[src/rtl/answer_pkg.sv]
// Shared types and limits for the answering-machine display path.
// Used by the arbiter and the scan-tube display.
package answer_pkg;

    localparam int N_PLAYERS = 4;

    typedef logic [7:0] score_t;
    typedef logic [1:0] player_t;

    localparam score_t SCORE_MAX = 8'd99;

    typedef enum logic [1:0] {
        IDLE,
        ARMED,
        LOCKED,
        JUDGE
    } state_t;

    // Widened to 9 bits so the sum cannot wrap before the clamp.
    function automatic score_t score_add_sat(input score_t old, input score_t amt);
        logic [8:0] sum;
        sum = {1'b0, old} + {1'b0, amt};
        return (sum > {1'b0, SCORE_MAX}) ? SCORE_MAX : sum[7:0];
    endfunction

    function automatic score_t score_sub_floor(input score_t old, input score_t amt);
        return (old < amt) ? '0 : old - amt;
    endfunction

endpackage

[src/rtl/answer_arbiter_if.sv]
// Host/button/display bundle of the answer arbiter.
// The master side is the host and buttons; the slave side is the arbiter.
interface answer_arbiter_if;
    import answer_pkg::*;

    logic [N_PLAYERS-1:0] btn;
    logic                 host_start;
    logic                 host_correct;
    logic                 host_wrong;
    player_t              player;
    score_t               score;
    logic                 locked;
    logic                 armed;
    logic                 scan_restart;

    modport master (
        output btn, host_start, host_correct, host_wrong,
        input  player, score, locked, armed, scan_restart
    );

    modport slave (
        input  btn, host_start, host_correct, host_wrong,
        output player, score, locked, armed, scan_restart
    );

endinterface

[src/rtl/btn_sync.sv]
// Two-flop synchronizer followed by a registered rising-edge detector
// for one asynchronous player button.
module btn_sync (
    input  logic clk,
    input  logic rst,
    input  logic d,
    output logic rise
);

    logic meta_q;
    logic sync_q;
    logic prev_q;
    logic rise_q;

    always_ff @(posedge clk) begin
        if (rst) begin
            meta_q <= 1'b0;
            sync_q <= 1'b0;
            prev_q <= 1'b0;
            rise_q <= 1'b0;
        end else begin
            meta_q <= d;
            sync_q <= meta_q;
            prev_q <= sync_q;
            rise_q <= sync_q & ~prev_q;
        end
    end

    assign rise = rise_q;

endmodule

[src/rtl/answer_arbiter.sv]
// Four-button answer arbiter with per-player score bank and registered display outputs.
// Optional feature: define ANSWER_PENALTY_EN to deduct PENALTY points on a wrong answer.
module answer_arbiter
    import answer_pkg::*;
#(
    parameter int AWARD       = 10,
    parameter int PENALTY     = 5,
    parameter int ARM_TIMEOUT = 50_000_000
) (
    input  logic            clk,
    input  logic            rst,
    answer_arbiter_if.slave bus
);

`ifdef ANSWER_PENALTY_EN
    localparam bit PENALTY_ON = 1'b1;
`else
    localparam bit PENALTY_ON = 1'b0;
`endif

    localparam score_t      AWARD_AMT    = score_t'(AWARD);
    localparam score_t      WRONG_DEDUCT = PENALTY_ON ? score_t'(PENALTY) : '0;
    localparam logic [25:0] TIMER_LAST   = 26'(ARM_TIMEOUT - 1);

    logic [N_PLAYERS-1:0] rise;
    player_t              win_idx;
    score_t               wr_data_d;

    state_t      state_q;
    player_t     player_q;
    score_t      score_q;
    logic        locked_q;
    logic        armed_q;
    logic        scan_restart_q;
    logic        judge_correct_q;
    logic [25:0] timer_q;
    score_t      bank_q [N_PLAYERS];

    for (genvar i = 0; i < N_PLAYERS; i++) begin : g_btn
        btn_sync u_sync (
            .clk  (clk),
            .rst  (rst),
            .d    (bus.btn[i]),
            .rise (rise[i])
        );
    end

    // Lowest index wins when several buttons rise together.
    always_comb begin
        win_idx = '0;
        for (int i = N_PLAYERS - 1; i >= 0; i--) begin
            if (rise[i]) win_idx = player_t'(i);
        end
    end

    always_comb begin
        wr_data_d = bank_q[player_q];
        if (judge_correct_q) wr_data_d = score_add_sat(bank_q[player_q], AWARD_AMT);
        else                 wr_data_d = score_sub_floor(bank_q[player_q], WRONG_DEDUCT);
    end

    always_ff @(posedge clk) begin
        if (rst) begin
            state_q         <= IDLE;
            player_q        <= '0;
            locked_q        <= 1'b0;
            armed_q         <= 1'b0;
            scan_restart_q  <= 1'b0;
            judge_correct_q <= 1'b0;
            timer_q         <= '0;
        end else begin
            scan_restart_q <= 1'b0;
            unique case (state_q)
                IDLE: begin
                    if (bus.host_start) begin
                        state_q <= ARMED;
                        armed_q <= 1'b1;
                        timer_q <= '0;
                    end
                end
                ARMED: begin
                    if (|rise) begin
                        state_q        <= LOCKED;
                        player_q       <= win_idx;
                        locked_q       <= 1'b1;
                        armed_q        <= 1'b0;
                        scan_restart_q <= 1'b1;
                    end else if (bus.host_start) begin
                        timer_q <= '0;
                    end else if (timer_q == TIMER_LAST) begin
                        state_q <= IDLE;
                        armed_q <= 1'b0;
                    end else begin
                        timer_q <= timer_q + 26'd1;
                    end
                end
                LOCKED: begin
                    // Conflicting judgements are dropped; a lone judgement beats an abort.
                    if (bus.host_correct ^ bus.host_wrong) begin
                        state_q         <= JUDGE;
                        locked_q        <= 1'b0;
                        judge_correct_q <= bus.host_correct;
                    end else if (bus.host_start && !bus.host_correct) begin
                        state_q  <= ARMED;
                        locked_q <= 1'b0;
                        armed_q  <= 1'b1;
                        timer_q  <= '0;
                    end
                end
                JUDGE: begin
                    state_q <= IDLE;
                end
                default: begin
                    state_q <= IDLE;
                end
            endcase
        end
    end

    always_ff @(posedge clk) begin
        if (rst) begin
            for (int i = 0; i < N_PLAYERS; i++) bank_q[i] <= '0;
        end else if (state_q == JUDGE) begin
            bank_q[player_q] <= wr_data_d;
        end
    end

    always_ff @(posedge clk) begin
        if (rst) score_q <= '0;
        else     score_q <= bank_q[player_q];
    end

    assign bus.player       = player_q;
    assign bus.score        = score_q;
    assign bus.locked       = locked_q;
    assign bus.armed        = armed_q;
    assign bus.scan_restart = scan_restart_q;

endmodule

[src/flat_wrapper.sv]
// flat-port wrapper written by rule: the top's interface ports become plain ports
module answer_arbiter_flat import answer_pkg::*;
#(
    parameter int AWARD       = 10,
    parameter int PENALTY     = 5,
    parameter int ARM_TIMEOUT = 50_000_000
)
  (clk, rst, bus_btn, bus_host_start, bus_host_correct, bus_host_wrong, bus_player, bus_score, bus_locked, bus_armed, bus_scan_restart);
  answer_arbiter_if bus_i ();
  input  logic clk;
  input  logic rst;
  input wire logic [$bits(bus_i.btn)-1:0] bus_btn;
  input wire logic [$bits(bus_i.host_start)-1:0] bus_host_start;
  input wire logic [$bits(bus_i.host_correct)-1:0] bus_host_correct;
  input wire logic [$bits(bus_i.host_wrong)-1:0] bus_host_wrong;
  output wire logic [$bits(bus_i.player)-1:0] bus_player;
  output wire logic [$bits(bus_i.score)-1:0] bus_score;
  output wire logic [$bits(bus_i.locked)-1:0] bus_locked;
  output wire logic [$bits(bus_i.armed)-1:0] bus_armed;
  output wire logic [$bits(bus_i.scan_restart)-1:0] bus_scan_restart;
  assign bus_i.btn = bus_btn;
  assign bus_i.host_start = bus_host_start;
  assign bus_i.host_correct = bus_host_correct;
  assign bus_i.host_wrong = bus_host_wrong;
  assign bus_player = bus_i.player;
  assign bus_score = bus_i.score;
  assign bus_locked = bus_i.locked;
  assign bus_armed = bus_i.armed;
  assign bus_scan_restart = bus_i.scan_restart;
  answer_arbiter #(.AWARD(AWARD), .PENALTY(PENALTY), .ARM_TIMEOUT(ARM_TIMEOUT)) u_core (.clk(clk), .rst(rst), .bus(bus_i));
endmodule
[config.mk]
export PLATFORM = sky130hd
export DESIGN_NAME = answer_arbiter_flat
export DESIGN_NICKNAME = d
export VERILOG_FILES = /design/src/rtl/answer_pkg.sv /design/src/rtl/answer_arbiter_if.sv /design/src/rtl/btn_sync.sv /design/src/rtl/answer_arbiter.sv /design/src/flat_wrapper.sv
export SDC_FILE = /design/constraint.sdc
export NUM_CORES = 1
export LEC_CHECK = 0
export ABC_AREA = 1
export CAP_MARGIN = 25
export CORE_ASPECT_RATIO = 1.75
export CORE_MARGIN = 3
export CORE_UTILIZATION = 56
export DETAILED_ROUTE_END_ITERATION = 16
export PLACE_DENSITY = 0.75
export RECOVER_POWER = 50
export SKIP_CTS_REPAIR_TIMING = 1
export SLEW_MARGIN = 20
export SYNTH_ARGS = -nofsm -noshare
export SYNTH_HDL_FRONTEND = slang
export SYNTH_HIERARCHICAL = 1
export SYNTH_SLANG_ARGS = --single-unit
[constraint.sdc]
create_clock -name clk -period 3.7 [get_ports clk]
set_clock_uncertainty 0.05 [all_clocks]
set_input_delay 0.555 -clock clk [delete_from_list [all_inputs] [get_ports clk]]
set_output_delay 0.555 -clock clk [all_outputs]
set_load 0.01 [all_outputs]
After elaboration in Yosys (flattened, before gate mapping)
Memory sizes are Yosys's and may differ from the RTL's. A register that Yosys moved wholly into a read port is not among the register bits.
Index checks and enable logic that the tools add are counted.
- bitwise gates (word level): 10
- add/subtract/negate cells: 2
- $lt $le $gt $ge: 2
- mux-type cells: 43
- equality and inequality tests: 13
- reduce and logical (&&, ||, !) cells: 14
- operators by type and width (cell ; count):
    $mux W26 ; 6
    $pmux W26 S3 ; 1
    $mux W8 ; 4
    $add A26 B1 Y26 const B ; 1
    $eq A26 B26 Y1 const B ; 1
    $mux W2 ; 13
    $mux W1 ; 16
    $reduce_and A6 Y1 ; 2
    $add A8 B4 Y9 const B ; 1
    $gt A9 B7 Y1 const B ; 1
    $lt A8 B1 Y1 const B ; 1
    $pmux W2 S4 ; 1
    $reduce_or A8 Y1 ; 1
    $ne A2 B2 Y1 const B ; 3
    $ne A3 B1 Y1 const B ; 2
    $not A1 Y1 ; 5
    $and A1 B1 Y1 ; 4
    $eq A2 B2 Y1 const B ; 2
    $ne A2 B1 Y1 const B ; 2
    $reduce_and A2 Y1 ; 2
    $reduce_and A4 Y1 ; 1
    $reduce_or A4 Y1 ; 1
    $ne A3 B2 Y1 const B ; 1
    $ne A3 B3 Y1 const B ; 1
    other kinds (11) ; 11
- bits in writable memories: 32
- register bits after elaboration: 58
- word-level logic and storage cells: 109
- memories: 1
- bits of input ports: 9
- output and inout port bits: 13
- memories (memory ; depth ; width ; rd ports ; clocked after Yosys merged registers in ; write ports ; RTL line ; source):
    u_core.bank_q ; 4 ; 8 ; 1 ; 1 ; 4 ; answer_arbiter.sv:37 ; score_t bank_q [N_PLAYERS];

Logic depth before layout (Yosys ltp)
Gate-level depths: netlist of run 1.
- depth in word-level cells: 6
- depth in mapped cells: 16
- depth with buffers taken out: 16

By module
Netlist of run 1, hierarchy kept.
- modules (own cells, without submodules) (module ; instances ; cells each ; area each (sq um) ; seq. area each (sq um)):
    answer_arbiter ; 1 ; 583 ; 4239.1 ; 1841.8
    btn_sync ; 4 ; 12 ; 115.1 ; 80.1

Least setup slack after synthesis of run 1
No wires, ideal clock.
- path kind: reg2reg
- start point: register with a tool-made name
- end point: memory u_core/bank_q[0][1] (netlist bit) (data pin)
- cell stages (with the launch flop): 15
- setup time: 0.263 ns
- data arrival time: 1.627 ns
- slack: 1.760 ns
- buffers on the path: 0
- data required time: 3.387 ns
- period minus slack after synthesis: 1.940 ns
- cells stage by stage: dfxtp_1 -> inv_2 -> nand2_1 -> nand3_1 -> nand2_2 -> inv_1 -> ha_1 -> inv_1 -> nand2_1 -> nor2_1 -> nand2_1 -> nand3_4 -> nand3_1 -> nand2_1 -> nor2_1
- RTL lines (what ; RTL line):
    end, declared ; answer_arbiter.sv:37

Final worst setup path of run 1
- start point: register u_core.state_q[0]
- end point: register u_core.timer_q[7]
- word-level cells in the longest chain between the ends: 3
- elaborated cells on any way between the ends: 11
- those cells by class: 7 x eq/ne; 1 x mux; 3 x reduce/logical
- RTL lines (what ; RTL line ; source):
    start, declared ; answer_arbiter.sv:29 ; state_t state_q;
    start signal, assigned ; answer_arbiter.sv:64 ; state_q <= IDLE;
    start signal, assigned ; answer_arbiter.sv:76 ; state_q <= ARMED;
    start signal, assigned ; answer_arbiter.sv:83 ; state_q <= LOCKED;
    $eq A2 B1 Y1, or another cell as far along ; answer_arbiter.sv:73 ; unique case (state_q)
    $ne A3 B3 Y1 (no line), or another cell as far along ; - ;
    $reduce_and A6 Y1 (no line) ; - ;
    end signal, assigned ; answer_arbiter.sv:94 ; timer_q <= timer_q + 26'd1;
    end, declared ; answer_arbiter.sv:36 ; logic [25:0] timer_q;
Several ways; a longest one is shown, not always the timed one.
A chain may end at the register's enable or synchronous reset.

==> flow_summary.json, run 1 <==
{
  "ir_drop_mv": 0.242,
  "worst_setup_path_end_kind": "flip-flop",
  "cts_buffers": 9,
  "synth_top_family_by_area": "simple AND/OR/NAND/NOR gates",
  "final_core_util_pct": 64.4,
  "antenna_found_initial": 0,
  "power.leakage_nw": 2.10,
  "cts_root_buf": "clkbuf_16",
  "whs_path_depth": 1,
  "dp_hpwl_um": 8500,
  "finalNetCount": 665,
  "fp.dieH_um": 127,
  "rsz0062_at_grt": "false",
  "clock_latency_ns": 0.34,
  "synthesis.instances": 631,
  "postSynth.asyncResetShare_pct": 0,
  "path_max_fanout": 26,
  "hold_viol_final": 0,
  "synth-compound-area-share_pct": 7.83,
  "hold_class": "flip-flop to flip-flop",
  "initial_core_util_pct": 58.2,
  "core_sq_um": 8070,
  "start_kind": "flip-flop",
  "max_freq_mhz": 348,
  "path_class": "flip-flop to flip-flop",
  "tns_ns": 0,
  "vias_per_cell": 5.59,
  "relSlewSlack_pct": 57.2,
  "cpLargestDelayFamily": "simple AND/OR/NAND/NOR gates",
  "synthSimpleGateAreaFrac_pct": 34.9,
  "drtAntennaViolNets": 0,
  "drtIter0Drc": 262,
  "ys_warn_count": 6,
  "rr_startpoint": "u_core/state_q[0]$_SDFFE_PP0P_",
  "final_cells": 748,
  "synth-adder-area-share_pct": 0.799,
  "cts_buffer_depth": 2,
  "rr_endpoint": "u_core/timer_q[7]$_SDFFE_PP0P_",
  "cts_sinks": 92,
  "synth_mux_area_share_pct": 0,
  "synth_edf_count": 32,
  "ys_ff_latch": 92,
  "dieWidth_um": 75.3,
  "path_clk_slew_ns": 0.06,
  "critPathSlowestCell": "nor2_1",
  "dr_total_vias": 4185,
  "yosys.area.top_type": "dfxtp_1",
  "layout_commonest_cell": "nand2_1",
  "ios": 22,
  "syn_area_sq_um": 4700,
  "timing.final.crit_period_ns": 2.87,
  "gp_congestion": 0.976,
  "path_common_cell": "nand2_1",
  "grt_pass1_wl_um": 18100,
  "synth.distinct_cells": 40,
  "place_inst": 732,
  "yosys.area_share.xor_xnor_pct": 0.932,
  "rrSetupSlack_ns": 0.83,
  "grt_usage_pct": 25.0,
  "period_share_pct": 77.6,
  "diodes": 0,
  "drcViolationCount": 0,
  "min-delay-start": "u_core/g_btn[2].u_sync/prev_q$_SDFF_PP0_",
  "finalSetupViolations": 0,
  "worst_ep_required_time_ns": 3.92,
  "cp.arrival_ns": 3.09,
  "syn-mean-instance-area_sq_um": 7.45,
  "wire_per_inst_um": 15.2,
  "holdWs_ns": 0.347,
  "critical-path-max-stage-delay_ns": 0.51,
  "synth_ff_type": "dfxtp_1",
  "grt_max_degree": 44,
  "tightest_slew_ns": 0.639,
  "synth_top_area_share_pct": 25.6,
  "whs_endpoint": "u_core/g_btn[2].u_sync/rise$_SDFF_PP0_",
  "slew_viol_final": 0,
  "die-area_sq_um": 9570,
  "crit_buf_inv": 3,
  "ys_seq_area_share_pct": 46.0,
  "syn-num-nets": 643,
  "status": "finished clean",
  "grt_pass1_vias": 4122,
  "wirelength_um": 11400,
  "overflow": 0,
  "area_delta_synth_final_pct": 10.6,
  "power_w": 0.00227,
  "dr.pass1.iters": 6,
  "final_layout_size_suffix_gt1_share_pct": 8.05,
  "tritoncts": "yes",
  "power_density_nw_per_um2": 436,
  "ys_top_cells_by_area": "dfxtp_1, edfxtp_1, nand2_1",
  "crit_chain": "inv_1, nor2_1, inv_1, nor2_1, nand2_1, nand2_4, inv_4, nand2_1, nand2_1, a21oi_1",
  "final_cell_mix": "nand2_1, inv_1, nor2_1",
  "io_buffer_count": 21,
  "maxCapViolCount": 0,
  "rr_worst_depth": 10,
  "cts-htree-levels": 3,
  "row_count": 43
}
## registers in the layout (all words and copies together) (netlist names), named ones only
register and flops:
u_core/g_btn.u_sync/meta_q 4, u_core/bus.score 8, u_core/state_q 2, u_core/bus.locked 1, u_core/bus.scan_restart 1, u_core/timer_q 26, u_core/bus.player 2, u_core/g_btn.u_sync/sync_q 4
u_core/bus.armed 1, u_core/bank_q 32, u_core/g_btn.u_sync/rise 4, u_core/judge_correct_q 1, u_core/g_btn.u_sync/prev_q 4
## metal layers
metal	global-route usage (%)	routed length, um	vias to the layer above
li1	-	-	2057
met1	23.8	3970	1945
met2	46.2	6260	138
met3	4.41	494	45
met4	16.6	630	0
met5	0	0	-
## synthesized netlist by cell type (2+ instances only)
master / number
nand2_1: 152
nor2_1: 82
inv_1: 76
dfxtp_1: 60
nand3_1: 49
a21oi_1: 45
edfxtp_1: 32
nor3_1: 26
inv_2: 14
nand2_2: 13
nor2_2: 9
o21ai_0: 9
nand4_1: 6
clkbuf_1: 5
nand2_4: 5
buf_6: 4
buf_4: 3
ha_1: 3
nand3_2: 3
nor3b_1: 3
xnor2_1: 3
a211oi_1: 2
a21o_1: 2
a31oi_1: 2
inv_4: 2
nor2_4: 2
nor3_2: 2
nor4_1: 2
o211ai_2: 2
o21bai_1: 2
xor2_1: 2
## area by class of cell
type                            count  area, sq um
Inverter                           92          350
Multi-Input combinational cell    433         2040
Timing Repair Buffer               25          230
Tap cell                           90          113
Fill cell                         748         2870
Sequential cell                    92         2160
Clock inverter                      5         58.8
Clock buffer                       11          243
## logic make-up after synthesis
family,Yosys count
AND/OR/NAND/NOR,359
buffers and inverters,106
adder cells (fa/ha/maj),3
XOR/XNOR,5
AO/OA/AOI/OAI,66
flip-flops,92
## per-stage QoR
| step | worst slack, ns | cell area [sq um] |
|---|---|---|
| 2_1_floorplan | 1.76 | 4700 |
| 3_5_place_dp | 0.960 | 4950 |
| 3_3_place_gp | 1.02 | 4950 |
| 5_1_grt | 0.675 | 5200 |
| 6_report | 0.829 | 5200 |
| 4_1_cts | 1.09 | 5250 |
## worst max path at each step
| stage | startpoint | endpoint | depth (start not counted) |
|---|---|---|---|
| after floorplan | flip-flop | u_core/bank_q[0][1]$_SDFFCE_PN0P_ | 14 |
| after global placement | bus_host_start | u_core/timer_q[2]$_SDFFE_PP0P_ | 12 |
| after detailed placement | bus_host_start | u_core/timer_q[2]$_SDFFE_PP0P_ | 12 |
| after CTS | u_core/timer_q[0]$_SDFFE_PP0P_ | u_core/timer_q[2]$_SDFFE_PP0P_ | 14 |
| after global routing | u_core/state_q[0]$_SDFFE_PP0P_ | u_core/timer_q[2]$_SDFFE_PP0P_ | 11 |
| final | u_core/state_q[0]$_SDFFE_PP0P_ | u_core/timer_q[7]$_SDFFE_PP0P_ | 10 |
## power by group
| part | internal (W) | switching (W) | total, W |
|---|---|---|---|
| Sequential | 0.00108 | 0.0000176 | 0.00110 |
| Clock | 0.000545 | 0.000379 | 0.000924 |
| Combinational | 0.0000703 | 0.000176 | 0.000246 |
| Total | 0.00169 | 0.000572 | 0.00227 |
No activity file was read; power rests on OpenSTA's default activity.
==> run 2: changes to the inputs <==
==> constraint.sdc (replaced) <==
create_clock -name clk -period 2.9 [get_ports clk]
set_clock_uncertainty 0.05 [all_clocks]
set_input_delay 0.435 -clock clk [delete_from_list [all_inputs] [get_ports clk]]
set_output_delay 0.435 -clock clk [all_outputs]
set_load 0.01 [all_outputs]
==> run 2 against run 1 <==
Hold slack improved by 0.00051 ns. Die area stayed put. Final area increased by 0.63%. Register-to-register slack got worse by 0.50 ns. Setup slack worse by 0.50 ns. Critical path depth shrank 4. Global-route usage grew 0.47 points. Non-clock buffer count increased by 4. Sequential power is 26% higher. Critical path type unchanged. Largest cell class unchanged. Largest power group unchanged.
==> flow_summary.json, run 2 (same netlist as run 1, synthesis figures left out) <==
{
  "finalSetupViolations": 0,
  "core_sq_um": 8070,
  "pre_cts_slack_ns": 0.428,
  "ios": 22,
  "grt_pass1_vias": 4102,
  "dp_hpwl_um": 8650,
  "worst_slack_ns": 0.333,
  "antenna_found_initial": 0,
  "worst_ep_required_time_ns": 2.84,
  "grt_usage_pct": 25.5,
  "fill_cells": 726,
  "critPathSlowestCell": "dfxtp_1",
  "diodes": 0,
  "drtIter0Drc": 304,
  "cp.arrival_ns": 2.51,
  "finalNetCount": 669,
  "timing.final.crit_period_ns": 2.57,
  "final_core_util_pct": 64.8,
  "die-area_sq_um": 9570,
  "rrSetupSlack_ns": 0.33,
  "power.leakage_nw": 2.12,
  "dieWidth_um": 75.3,
  "tritoncts": "yes",
  "hold_class": "flip-flop to flip-flop",
  "tns_ns": 0,
  "start_kind": "flip-flop",
  "path_common_cell": "nand2_1",
  "tightest_slew_ns": 0.625,
  "area_delta_synth_final_pct": 11.3,
  "final_cell_mix": "nand2_1, inv_1, nor2_1",
  "startpoint": "u_core/state_q[1]$_SDFFE_PP0P_",
  "path_clk_slew_ns": 0.06,
  "io_buffer_count": 21,
  "initial_core_util_pct": 58.2,
  "hold_viol_final": 0,
  "layout_commonest_cell": "nand2_1",
  "cts_buffers": 9,
  "rr_endpoint": "u_core/bank_q[0][3]$_SDFFCE_PN0P_",
  "cts-htree-levels": 3,
  "worst_setup_path_end_kind": "flip-flop",
  "rr_startpoint": "u_core/state_q[1]$_SDFFE_PP0P_",
  "critical-path-max-stage-delay_ns": 0.45,
  "power_density_nw_per_um2": 553,
  "crit_chain": "nand2_1, nor2_1, inv_1, nor2_1, nand2_1, nand2_1",
  "cts_root_buf": "clkbuf_16",
  "ir_drop_mv": 0.380,
  "top_register": "u_core/bank_q",
  "crit_path_end": "u_core/bank_q[0][3]$_SDFFCE_PN0P_",
  "overflow": 0,
  "vias_per_cell": 5.52,
  "status": "finished clean",
  "cts_buffer_depth": 2,
  "slew_viol_final": 0,
  "drtAntennaViolNets": 0,
  "grt_pass1_wl_um": 18600,
  "cts_sinks": 92,
  "maxCapViolCount": 0,
  "path_class": "flip-flop to flip-flop",
  "relSlewSlack_pct": 58.3,
  "period_share_pct": 88.5,
  "wirelength_um": 11600,
  "grt_max_degree": 44,
  "max_freq_mhz": 390,
  "rr_worst_depth": 6,
  "fp.dieH_um": 127,
  "gp_congestion": 0.965,
  "drcViolationCount": 0,
  "clock_latency_ns": 0.34,
  "row_count": 43,
  "rsz0062_at_grt": "false",
  "wire_per_inst_um": 15.4,
  "path_max_fanout": 9,
  "dr.pass1.iters": 7,
  "dr_total_vias": 4150,
  "largest_register_ffs": 32,
  "final_layout_size_suffix_gt1_share_pct": 8.61
}
-- run 2: layer usage --
metal  track usage, %  vias to the layer above  routed length [um]
met5                0                        -                   0
met4             16.4                        0                 683
met3             4.02                       53                 441
met2             47.4                      137                6320
met1             24.4                     1887                4130
li1                 -                     2073                   -
-- run 2: worst min path at each step --
stage	endpoint	slack [ns]	startpoint	depth (start not counted)
after detailed placement	u_core/g_btn[1].u_sync/rise$_SDFF_PP0_	0.34	u_core/g_btn[1].u_sync/prev_q$_SDFF_PP0_	1
after global placement	u_core/g_btn[0].u_sync/rise$_SDFF_PP0_	0.33	u_core/g_btn[0].u_sync/prev_q$_SDFF_PP0_	1
final	u_core/g_btn[1].u_sync/rise$_SDFF_PP0_	0.35	u_core/g_btn[1].u_sync/prev_q$_SDFF_PP0_	1
after CTS	u_core/g_btn[1].u_sync/rise$_SDFF_PP0_	0.35	u_core/g_btn[1].u_sync/prev_q$_SDFF_PP0_	1
after floorplan	u_core/g_btn[0].u_sync/rise$_SDFF_PP0_	0.33	u_core/g_btn[0].u_sync/prev_q$_SDFF_PP0_	1
after global routing	u_core/g_btn[1].u_sync/rise$_SDFF_PP0_	0.36	u_core/g_btn[1].u_sync/prev_q$_SDFF_PP0_	1
-- run 2: critical path: cells and delay by family (launching register included) --
family	cells	cell delay, ns
simple gates	5	1.45
flops	1	0.45
buf+inv	1	0.26
-- run 2: power breakdown --
group / switching, W / internal [W] / total [W]
Sequential: 0.0000191 / 0.00138 / 0.00139
Combinational: 0.000235 / 0.0000977 / 0.000333
Clock: 0.000471 / 0.000693 / 0.00116
Total: 0.000726 / 0.00217 / 0.00289
-- run 2: cell type report --
type | instances | area [sq um] | share of cell area [%]
flip-flops and latches | 92 | 2160 | 41.3
multi-input cells | 433 | 2050 | 39.2
inverters | 92 | 350 | 6.70
repair buffers | 29 | 256 | 4.90
clock buffers | 11 | 243 | 4.64
well taps | 90 | 113 | 2.15
clock inverters | 5 | 57.6 | 1.10
-- run 2: metrics by stage --
stage               instance area, sq um  hold slack, ns  power [W]  instances
global placement                    4980           0.335    0.00176        736
detailed placement                  4980           0.340    0.00177        736
finish                              5230           0.348    0.00289        752
CTS                                 5280           0.349    0.00293        752
global route                        5230           0.360    0.00301        752
floorplan                           4700           0.332    0.00166        631
==> patch 1: new RTL, flow settings as in run 2 <==
Reset style: asynchronous (`rst`), changed in 4 clocked blocks.
--- a/src/rtl/btn_sync.sv
+++ b/src/rtl/btn_sync.sv
@@ -12,7 +12,7 @@
     logic prev_q;
     logic rise_q;
 
-    always_ff @(posedge clk) begin
+    always_ff @(posedge clk or posedge rst) begin
         if (rst) begin
             meta_q <= 1'b0;
             sync_q <= 1'b0;
--- a/src/rtl/answer_arbiter.sv
+++ b/src/rtl/answer_arbiter.sv
@@ -59,7 +59,7 @@
         else                 wr_data_d = score_sub_floor(bank_q[player_q], WRONG_DEDUCT);
     end
 
-    always_ff @(posedge clk) begin
+    always_ff @(posedge clk or posedge rst) begin
         if (rst) begin
             state_q         <= IDLE;
             player_q        <= '0;
@@ -117,7 +117,7 @@
         end
     end
 
-    always_ff @(posedge clk) begin
+    always_ff @(posedge clk or posedge rst) begin
         if (rst) begin
             for (int i = 0; i < N_PLAYERS; i++) bank_q[i] <= '0;
         end else if (state_q == JUDGE) begin
@@ -125,7 +125,7 @@
         end
     end
 
-    always_ff @(posedge clk) begin
+    always_ff @(posedge clk or posedge rst) begin
         if (rst) score_q <= '0;
         else     score_q <= bank_q[player_q];
     end
Behaviour: differs if rst is asserted again (counterexample within 4 cycles, from zero or initial values and one cycle with rst high); with rst held inactive, the same outputs for 10 cycles.
==> patch 1 against run 2 <==
The run now ends with capacitance limit, slew limit left. Sequential cell count decreased by 2. Fmax increased by 3.7%. Global-route usage decreased by 0.61 points. Design area decreased by 2.4%. Wire length decreased by 7.9%. Synthesized cell count decreased by 9.0%. Die area decreased by 5.0%. Worst hold slack got worse by 0.048 ns. Count of clock-buffer cells in the layout decreased by 1. Highest routed layer unchanged. Worst setup slack improved by 0.093 ns. Area after synthesis decreased by 5.3%. First-iteration DRC count increased by 13%.
Power is not compared: it rests on default switching activity, and its combinational part moved more than twofold at a synthesized area within 25%.
==> patch 1: results (changes against run 2) <==
stage,metric,value,unit,change
power,peakVddDrop,0.648,mV,
critical_path,critPathCaptureType,flip-flop,,unchanged
placed_design,hpwlAfterDp,7710,um,was 8650 um
placed_design,globalplace.congestion,0.981,,was 0.965
critical_path,r2r_start,u_core/bus.player[0],,was u_core/state_q[1]
job,max-cap-violations,1,,was 0
critical_path,arrival,2.66,ns,was 2.51 ns
critical_path,cpMaxStageDelayCell,dfrtp_1,,was dfxtp_1
yosys,yosysSeqAreaShare,50.6,%,was 46.0%
critical_path,slowest_delay,0.48,ns,was 0.45 ns
clocking,path_clk_slew,0.06,ns,about the same
clocking,clock_path_buffers,2,,unchanged
detailed_routing,viasPerCell,5.56,,was 5.52
critical_path,rrSetupSlack,0.43,ns,was 0.33 ns
detailed_routing,wl_met1,3950,um,was 4130 um
worst_hold_path,hold_class,reg2reg,,unchanged
layout,largest_register_ffs,32,,unchanged
critical_path,critPathLaunchType,flip-flop,,unchanged
worst_hold_path,min_path_cells,0,,was 1
status,violations,"capacitance limit, slew limit",,
critical_path,r2r_end,u_core/bank_q[26],,was u_core/bank_q[0][3]
grt,grt_util_all_layers,24.9,%,was 25.5%
critical_path,crit_family,simple AND/OR/NAND/NOR gates,,unchanged
detailed_routing,met3_length,406,um,was 441 um
timing,slew-limit-headroom,-18.6,%,was 58.3%
yosys,synthArstFlopShare,100,%,was 0%
grt,grt_pass1_vias,3816,,"was 4,102"
timing,whs,0.300,ns,was 0.348 ns
yosys,synth_fp_nets,586,,was 643
clocking,htree_levels,3,,unchanged
clocking,cts_root_buffer,clkbuf_16,,unchanged
clocking,cts_made_buffers,9,,unchanged
detailed_routing,top_layer_used,met4,,unchanged
yosys,yosysWarnings,6,,unchanged
detailed_routing,drt_iter0_drc,345,,was 304
placed_design,portBuffers,21,,unchanged
layout,nNetsFinal,621,,was 669
layout,drive_gt1_share,8.63,%,was 8.61%
yosys,synth_cell_types,36,,was 40
yosys,synth.area.top_cells,"dfrtp_1 (51%), nand2_1 (17%), inv_1 (5.3%)",,"was dfxtp_1 (26%), edfxtp_1 (20%), nand2_1 (12%)"
detailed_routing,totalWireLength,10700,um,"was 11,600 um"
detailed_routing,drt_pre_antenna_iters,5,,was 7
grt,grt_max_degree,75,,was 44
critical_path,crit_fanout,10,,was 9
yosys,ys_top_cells_by_count,"nand2_1 (198), dfrtp_1 (90), inv_1 (63)",,"was nand2_1 (152), nor2_1 (82), inv_1 (76)"
layout,top_register,u_core/bank_q,,unchanged
clocking,clk_latency,0.35,ns,
critical_path,r2r_cells,15,,was 6
worst_hold_path,min_to,u_core/g_btn[1].u_sync/sync_q,,was u_core/g_btn[1].u_sync/rise
grt,antenna_found_initial,0,,unchanged
power,p_leak,2.54,nW,
layout,num_antenna_cells,0,,unchanged
worst_hold_path,worstHoldStart,u_core/g_btn[1].u_sync/meta_q,,was u_core/g_btn[1].u_sync/prev_q
detailed_routing,wl_met2,5520,um,was 6320 um
yosys,synthFlopType,dfrtp_1,,was dfxtp_1
grt,grt_pass1_wl,17100,um,"was 18,600 um"
timing,drv_slew,75,,was 0
status,status,finished with violations,,"was complete, no violations"
==> patch 1: changes by cell type in the layout (fill, tap and decap cells not counted), moves of 18 or more <==
cell | before | now
dfrtp_1 | 0 | 90
a21oi_1 | 45 | 21
o21ai_0 | 9 | 27
edfxtp_1 | 32 | 0
nand2_1 | 161 | 198
nor2_1 | 82 | 46
inv_1 | 83 | 62
nand3_1 | 51 | 31
dfxtp_1 | 60 | 0
==> patch 1: final cells by class <==
class | count | area [sq um]
flip-flops and latches | 90 | 2250
clock buffers | 10 | 239
fillers | 618 | 2570
multi-input cells | 404 | 1870
repair buffers | 32 | 290
inverters | 72 | 270
well taps | 88 | 110
clock inverters | 6 | 72.6
==> patch 1: stage by stage <==
stage               setup WS (ns)  utilization [%]  total power, mW  std cells  cell area [sq um]
floorplan                   0.533                -             2.89        574               4450
global placement            0.371             62.7             3.40        686               4810
detailed placement          0.315             62.7             3.43        686               4810
CTS                         0.438             66.7             4.64        702               5120
global route                0.177             66.5             4.93        702               5100
finish                      0.426             66.5             4.63        702               5100
==> patch 1: logic make-up after synthesis <==
family / count (synthesis) / synth area share, %
and+or+nand+nor: 333 / 32.2
DFF: 90 / 50.6
buffers and inverters: 80 / 7.34
AOI/OAI and AO/OA: 58 / 7.00
xor gates and xnor gates: 10 / 1.97
adders and majority gates: 3 / 0.843
==> patch 1: metal layers <==
| layer | global-route usage (%) | up-vias |
|---|---|---|
| met3 | 4.28 | 57 |
| met1 | 25.4 | 1816 |
| met5 | 0 | - |
| met4 | 21.2 | 0 |
| met2 | 42.7 | 148 |
| li1 | - | 1882 |
==> patch 1: power by group <==
part | switching (mW) | internal (mW)
combinational | 1.20 | 0.574
sequential | 0.168 | 1.50
clock | 0.489 | 0.699
total | 1.86 | 2.77
==> patch 2: new RTL, settings of run 2 <==
Made on the original files. Build with the macro `ANSWER_PENALTY_EN` defined.
--- a/src/rtl/answer_arbiter.sv
+++ b/src/rtl/answer_arbiter.sv
@@ -1,5 +1,7 @@
 // Four-button answer arbiter with per-player score bank and registered display outputs.
 // Optional feature: define ANSWER_PENALTY_EN to deduct PENALTY points on a wrong answer.
+`define ANSWER_PENALTY_EN
+
 module answer_arbiter
     import answer_pkg::*;
 #(
Check against the original RTL: same outputs for any inputs over 10 cycles, from zero or initial values and one cycle with rst high; that may be too few to reach the edited logic, so the function may still have changed.
==> patch 2 against run 2 <==
Die area increased by 3.5%. First-iteration DRC count decreased by 14%. Total power increased by 2.4%. Sequential cell count unchanged. Fmax decreased by 0.76%. Utilization about the same. Area after synthesis increased by 3.8%. Wire length decreased by 2.7%. Sequential share of layout area decreased by 1.5 points. Sequential power about the same. Design area increased by 3.6%. Via count increased by 2.2%. Worst setup slack got worse by 0.020 ns. Critical path type unchanged.
==> patch 2: results (changes against run 2) <==
stage,metric,value,unit,change
worst_hold_path,min_to,u_core/g_btn[3].u_sync/rise,,was u_core/g_btn[1].u_sync/rise
placed_design,globalplace.congestion,0.973,,was 0.965
detailed_routing,wl_met1,4280,um,was 4130 um
worst_hold_path,worstHoldStart,u_core/g_btn[3].u_sync/prev_q,,was u_core/g_btn[1].u_sync/prev_q
layout,nFillCells,771,,was 726
power,p_leak,2.17,nW,was 2.12 nW
status,status,"complete, no violations",,unchanged
layout,seq_area,0.00216,sq mm,unchanged
critical_path,r2r_end,u_core/bank_q[1][1],,was u_core/bank_q[0][3]
grt,use_met2,44.5,%,was 47.4%
power,p_switching,0.759,mW,was 0.726 mW
layout,drive_gt1_share,11.1,%,was 8.61%
critical_path,rrSetupSlack,0.31,ns,was 0.33 ns
yosys,yosysSeqAreaShare,44.3,%,was 46.0%
power,p_int,2.20,mW,was 2.17 mW
power,peakVddDrop,0.482,mV,was 0.380 mV
layout,buffers_excl_clock,27,,was 29
layout,buffer_area_share,4.46,%,was 4.90%
yosys,synth_xor_area_share,3.59,%,was 0.932%
timing,finalCriticalPeriod,2.59,ns,was 2.57 ns
layout,multi_input_area,0.00225,sq mm,was 0.00205 sq mm
detailed_routing,drt_iter0_drc,262,,was 304
yosys,ys_top_cells_by_count,"nand2_1 (132), nor2_1 (79), inv_1 (65)",,"was nand2_1 (152), nor2_1 (82), inv_1 (76)"
layout,clkCellAreaFrac,5.72,%,was 5.74%
placed_design,dpl_cell_area,0.00514,sq mm,was 0.00498 sq mm
yosys,synth.area.top_cells,"dfxtp_1 (25%), edfxtp_1 (20%), nand2_1 (10%)",,"was dfxtp_1 (26%), edfxtp_1 (20%), nand2_1 (12%)"
placed_design,hpwlAfterDp,8270,um,was 8650 um
clocking,cts_made_buffers,9,,unchanged
layout,nNetsFinal,665,,was 669
detailed_routing,viasPerCell,5.51,,was 5.52
yosys,synth_compound_area_share,8.31,%,was 7.83%
yosys,synthAdderAreaFrac,1.54,%,was 0.799%
layout,inverters,81,,was 92
grt,grt_pass1_wl,18700,um,"was 18,600 um"
detailed_routing,met3_length,326,um,was 441 um
grt,grt_max_degree,50,,was 44
grt,grt_pass1_vias,4083,,"was 4,102"
grt,use_met1,24.3,%,was 24.4%
placed_design,dp.cells,754,,was 736
yosys,synth_fp_nets,644,,was 643
yosys,synth_cell_types,43,,was 40
grt,grt_util_all_layers,23.6,%,was 25.5%
grt,use_met3,3.62,%,was 4.02%
detailed_routing,wl_met2,6150,um,was 6320 um
critical_path,crit_fanout,16,,was 9
layout,multi_input_cells,439,,was 433
layout,instances_no_fill,770,,was 752
clocking,clock_path_buffers,2,,unchanged
timing,slew-limit-headroom,37.0,%,was 58.3%
worst_hold_path,hold_class,reg2reg,,unchanged
detailed_routing,totalWireLength,11300,um,"was 11,600 um"
detailed_routing,drt_pre_antenna_iters,5,,was 7
patch 2: changes by cell type after synthesis, sizes merged, moves of 3 or more:
cell,change
a21oi,-6
ha,+3
inv,-13
nand2,-16
nand3,-4
nand4,+17
nor3,-6
o211ai,+3
o21ai,+5
xor2,+13
patch 2: worst max-delay path, stage by stage (launching register included):
cell,delay (ns)
dfxtp_1,0.52
inv_6,0.13
nand2_1,0.09
nand3_1,0.06
nand2_1,0.17
inv_1,0.15
ha_1,0.33
o21bai_1,0.16
nor2_1,0.13
a21oi_2,0.08
nand2_2,0.11
nand2_2,0.09
o21ai_2,0.18
nor2_1,0.07
patch 2: through the flow:
| step | hold WS, ns | util, % |
|---|---|---|
| 6_report | 0.346 | 64.8 |
| 2_1_floorplan | 0.332 | - |
| 3_5_place_dp | 0.337 | 61.5 |
| 5_1_grt | 0.352 | 64.8 |
| 3_3_place_gp | 0.339 | 61.5 |
| 4_1_cts | 0.346 | 65.2 |
